## src/rtl/retire_stage.sv

```systemverilog
// retire_stage: commits up to three ROB entries per cycle, frees old tags, raises recovery and predictor updates.
package retire_pkg;
    localparam int XLEN = 32;
    localparam int PR_W = 6;
    localparam int ARCH_REGS = 32;
    localparam int DR_W = $clog2(ARCH_REGS);

    typedef struct packed {
        logic            valid;
        logic [XLEN-1:0] PC;
        logic [XLEN-1:0] NPC;
        logic [DR_W-1:0] dest_reg;
        logic [PR_W-1:0] Tnew;
        logic [PR_W-1:0] Told;
        logic            is_branch;
        logic            predict_direction;
        logic            precise_state_need;
        logic [XLEN-1:0] target_pc;
        logic            halt;
    } rob_entry_t;
endpackage

module retire_stage
    import retire_pkg::*;
#(
    parameter int CNT_W = 64
) (
    input  logic                                clock,
    input  logic                                reset,
    input  rob_entry_t [2:0]                    retire_entry,
    output logic                                BPRecoverEN,
    output logic [XLEN-1:0]                     recover_pc,
    output logic [ARCH_REGS-1:0][PR_W-1:0]      archi_maptable,
    output logic [2:0]                          free_valid,
    output logic [2:0][PR_W-1:0]                free_preg,
    output logic                                update_EN,
    output logic [XLEN-1:0]                     update_pc,
    output logic                                update_direction,
    output logic [XLEN-1:0]                     update_target,
    output logic                                halted,
    output logic [CNT_W-1:0]                    retire_count
);
    typedef enum logic [1:0] {RUN, RECOVER, HALT} state_t;
    state_t state;

    logic [2:0]                     commit, fv;
    logic [2:0][PR_W-1:0]           fp;
    logic                           go, mis, hlt, br_found, br_en, br_dir;
    logic [XLEN-1:0]                rpc, br_pc, br_tgt;
    logic [1:0]                     cnt;
    logic [ARCH_REGS-1:0][PR_W-1:0] map_n;

    // Scan oldest (slot 2) to youngest; later map writes overwrite earlier ones so the youngest wins.
    always_comb begin
        go = 1'b1;
        commit = '0;
        fv = '0;
        fp = '0;
        mis = 1'b0;
        hlt = 1'b0;
        rpc = '0;
        br_found = 1'b0;
        br_en = 1'b0;
        br_dir = 1'b0;
        br_pc = '0;
        br_tgt = '0;
        map_n = archi_maptable;
        for (int i = 2; i >= 0; i--) begin
            if (go && retire_entry[i].valid) begin
                commit[i] = 1'b1;
                if (retire_entry[i].dest_reg != '0) begin
                    map_n[retire_entry[i].dest_reg] = retire_entry[i].Tnew;
                    fv[i] = 1'b1;
                    fp[i] = retire_entry[i].Told;
                end
                if (retire_entry[i].is_branch && !br_found) begin
                    br_found = 1'b1;
                    br_en = 1'b1;
                    br_pc = retire_entry[i].PC;
                    br_dir = retire_entry[i].precise_state_need ? !retire_entry[i].predict_direction
                                                               : retire_entry[i].predict_direction;
                    br_tgt = retire_entry[i].precise_state_need ? retire_entry[i].target_pc
                           : retire_entry[i].predict_direction ? retire_entry[i].NPC
                           : retire_entry[i].PC + XLEN'(4);
                end
                if (retire_entry[i].halt) begin
                    hlt = 1'b1;
                    go = 1'b0;
                end else if (retire_entry[i].precise_state_need) begin
                    mis = 1'b1;
                    rpc = retire_entry[i].target_pc;
                    go = 1'b0;
                end
            end else begin
                go = 1'b0;
            end
        end
        cnt = {1'b0, commit[0]} + {1'b0, commit[1]} + {1'b0, commit[2]};
    end

    always_ff @(posedge clock) begin
        if (reset) begin
            state <= RUN;
            BPRecoverEN <= 1'b0;
            recover_pc <= '0;
            free_valid <= '0;
            free_preg <= '0;
            update_EN <= 1'b0;
            update_pc <= '0;
            update_direction <= 1'b0;
            update_target <= '0;
            halted <= 1'b0;
            retire_count <= '0;
            for (int i = 0; i < ARCH_REGS; i++) archi_maptable[i] <= PR_W'(i);
        end else if (state == RUN) begin
            state <= hlt ? HALT : mis ? RECOVER : RUN;
            BPRecoverEN <= mis;
            recover_pc <= rpc;
            archi_maptable <= map_n;
            free_valid <= fv;
            free_preg <= fp;
            update_EN <= br_en;
            update_pc <= br_pc;
            update_direction <= br_dir;
            update_target <= br_tgt;
            halted <= hlt;
            retire_count <= retire_count + CNT_W'(cnt);
        end else begin
            state <= (state == HALT) ? HALT : RUN;
            BPRecoverEN <= 1'b0;
            free_valid <= '0;
            update_EN <= 1'b0;
        end
    end
endmodule

```

## config.mk

```make
export PLATFORM = sky130hd
export DESIGN_NAME = retire_stage
export DESIGN_NICKNAME = d
export VERILOG_FILES = /design/src/rtl/retire_stage.sv
export SDC_FILE = /design/constraint.sdc
export NUM_CORES = 1
export LEC_CHECK = 0
export ABC_AREA = 1
export BUFFER_PORTS_ARGS = -buffer_cell sky130_fd_sc_hd__buf_4
export CORE_AREA = 2 2 282 284
export CTS_CLUSTER_DIAMETER = 50
export CTS_CLUSTER_SIZE = 12
export DETAILED_ROUTE_END_ITERATION = 10
export DIE_AREA = 0 0 284 286
export PLACE_DENSITY = 0.56
export SKIP_CTS_REPAIR_TIMING = 1
export SYNTH_ARGS = -nofsm -noshare
export SYNTH_HDL_FRONTEND = slang
export SYNTH_SLANG_ARGS = --single-unit
```

## constraint.sdc

```tcl
create_clock -name clock -period 7.5 [get_ports clock]
set_input_delay 1.5 -clock clock [delete_from_list [all_inputs] [get_ports clock]]
set_output_delay 1.5 -clock clock [all_outputs]
set_load 0.05 [all_outputs]
```

==> impl_metrics.csv <==
group,metric,value,unit
outcome,outcome,"completed",
floorplanning,rows,103,
floorplanning,start_util,33.05,%
timing,slew_violations,0,
clock_tree,clock-sinks,379,
worst_hold_path,min_path_type,"reg -> reg",
global_routing,grt_remaining_overflow,0,
final_layout,final_nets,5144,
logic_synthesis,synth-seq-cells,379,
floorplanning,io_pins,733,
logic_synthesis,netlist_instances,4208,
clock_tree,numCtsBuffers,70,
critical_path,cp_max_fo,23,
logic_synthesis,netlist_top_cells_area,"dfxtp_1, nand2_1, o21ai_0, a21oi_1, nor2_1",
critical_path,startpoint_type,"input pin",
logic_synthesis,ys_warn_count,0,
logic_synthesis,yosysTopAreaCellShare,29.30,%
logic_synthesis,syn_nets,4571,
floorplanning,fp.dieW,284,µm
timing,slew_headroom,9.389,%
floorplanning,die_h,286,µm
drt,wl,169100,µm
critical_path,worstSetupPathType,"in -> reg",
timing,finClkSkew,0.03130,ns
power,powerDensity,218.9,nW/µm²
drt,wire_per_inst,28.65,µm
global_routing,grt_pass1_vias,31810,
logic_synthesis,synthArstFlopShare,0,%
placed_design,hpwl,128000,µm
critical_path,crit_start,"retire_entry[269]",
logic_synthesis,synth.distinct_cells,52,
power,ir_worst_vdd,0.1433,mV
final_layout,layout_common_cells,"nand2_1, buf_4, o21ai_0",
final_layout,seq_area,7587,µm²
global_routing,grt_pass1_wl,234600,µm
logic_synthesis,synthFlopType,"dfxtp_1",
global_routing,antenna_found_initial,18,
clock_tree,clk_path_buf_depth,3,
timing,setup_viol,0,
logic_synthesis,synth_top_area_cell,"dfxtp_1",
timing,finalHoldViolations,0,
critical_path,endpoint_kind,"flip-flop",
timing,tightestPinTransition,1.359,ns
logic_synthesis,ys_seq_area_share,29.30,%
drt,num_vias,34370,
final_layout,finalNonFillerCells,5903,
timing,rsz0062_at_grt,"false",
placed_design,port_buffers,732,
global_routing,track_usage,39.47,%
final_layout,final_common_cell,"nand2_1",
final_layout,drive_gt1_share,20.05,%
placed_design,place_worst_setup_slack,2.557,ns
timing,setup_ws,3.129,ns
critical_path,r2r-start,"state[1]",
final_layout,multi_input_area,15890,µm²
final_layout,area_delta_synth_final,33.14,%
power,p_leak,14.74,nW
drt,dr.pass1.iters,8,
global_routing,grt_max_degree,241,
drt,drt_iter0_drc,3866,
placed_design,gp_congestion,1.064,
drt,antenna_left,0,
drt,routed_via_density,5.823,
timing,fmax,228.8,MHz
clock_tree,insertion_delay,0.64,ns
clock_tree,cts_tree,"built",
floorplanning,die_area,81220,µm²
placed_design,dp_cells,5759,
worst_hold_path,min-delay-start,"archi_maptable[1]",
logic_synthesis,syn_avg_cell_area,6.154,µm²
logic_synthesis,synth_edf_count,0,
timing,fin_crit_sh,58.28,%
clock_tree,root_buffer,"clkbuf_16",
critical_path,arrival,4.86,ns
clock_tree,h-tree-depth,3,
drt,drc,0,
timing,min_period,4.371,ns
floorplanning,coreArea,78360,µm²
power,p_total,0.007548,W
flow_run,cap_violations,0,
clock_tree,clkTransAtPathRegs,0.06,ns
timing,fin_setup_tns,0,ns
final_layout,fill_cells,8494,
logic_synthesis,syn-cell-area,25900,µm²
critical_path,required,7.98,ns
[worst max-delay path, cell delays in order]
cell and delay, ns:
buf_4 0.21, nor2_1 0.13, nand2_1 0.46, inv_2 0.26, nand2_4 0.15, inv_2 0.19, ha_1 0.27, fa_1 0.27
nand2_2 0.09, nor2_2 0.18, nand3_2 0.14, nor2_4 0.15, nand3_2 0.19, nor3_2 0.31, nand3_1 0.14, xor2_1 0.15
nor2_1 0.05
[path summary, 6_finish.rpt]
check / to / slack [ns] / cells after the start
setup / recovery: retire_count[54] / 3.13 / 17
hold reg to reg: archi_maptable[1] / 0.42 / 2
setup reg to reg: retire_count[45] / 3.93 / 10
hold / removal: archi_maptable[1] / 0.42 / 2
[flip-flops by register name (all words and copies together) (netlist names)]
signal,cells
halted,1
state,2
update_EN,1
archi_maptable,192
free_preg,18
BPRecoverEN,1
free_valid,3
update_pc,32
recover_pc,32
update_target,32
retire_count,64
update_direction,1
[synth_stat cells (8+ instances only)]
cell / n
a32o_1: 13
inv_2: 18
nor3_2: 10
clkinv_1: 9
nand3_1: 193
o21ai_0: 535
a22o_1: 16
nand4_1: 49
buf_2: 29
o22ai_1: 34
a21oi_1: 420
nor3_1: 79
a31oi_1: 88
nor2_2: 15
clkbuf_1: 221
o221a_2: 10
xor2_1: 33
inv_1: 347
o21ai_1: 28
a211oi_1: 11
o211ai_1: 147
nor2_4: 8
buf_1: 10
nor2_1: 393
dfxtp_1: 379
o221ai_1: 69
xnor2_1: 11
nand2_1: 964
[power by group]
part | total (W) | internal, W | leakage [nW] | switching (W)
combinational | 0.00187 | 0.000542 | 10.5 | 0.00133
sequential | 0.00229 | 0.00215 | 3.10 | 0.000139
clock | 0.00339 | 0.00210 | 1.19 | 0.00129
[stage by stage]
stage,area [µm²],hold WS (ns),util [%]
floorplan,25900,0.5049,-
global placement,31980,0.4116,40.81
detailed placement,31980,0.4149,40.81
CTS,34440,0.4246,43.96
global route,34450,0.4353,43.97
finish,34480,0.4240,44.00
[cells by family (layout without fill, tap and decap cells)]
kind of cell	after synthesis	after routing	share of synthesized area, %
compound gates	1392	1392	31.03
buf+inv	637	1267	9.431
fa+ha+maj	7	7	0.3672
xor+xnor	44	44	1.488
simple gates	1749	1749	28.39
flops	379	379	29.30
other cells	0	15	0
[per-layer routing]
layer | global-route usage, % | wire (µm)
met1 | 44.63 | 60920
met2 | 65.28 | 78330
met3 | 9.338 | 15570
met4 | 28.76 | 14200
met5 | 0 | 103
[final cells by class]
class                   count  area share, %
clock buffers              84          5.530
flip-flops and latches    379          22.01
repair buffers            764          16.72
well taps                1050          3.810
clock inverters            45          1.618
diodes                     15         0.1089
inverters                 374          4.115
multi-input cells        3192          46.09
Power figures use the tool's default switching activity.
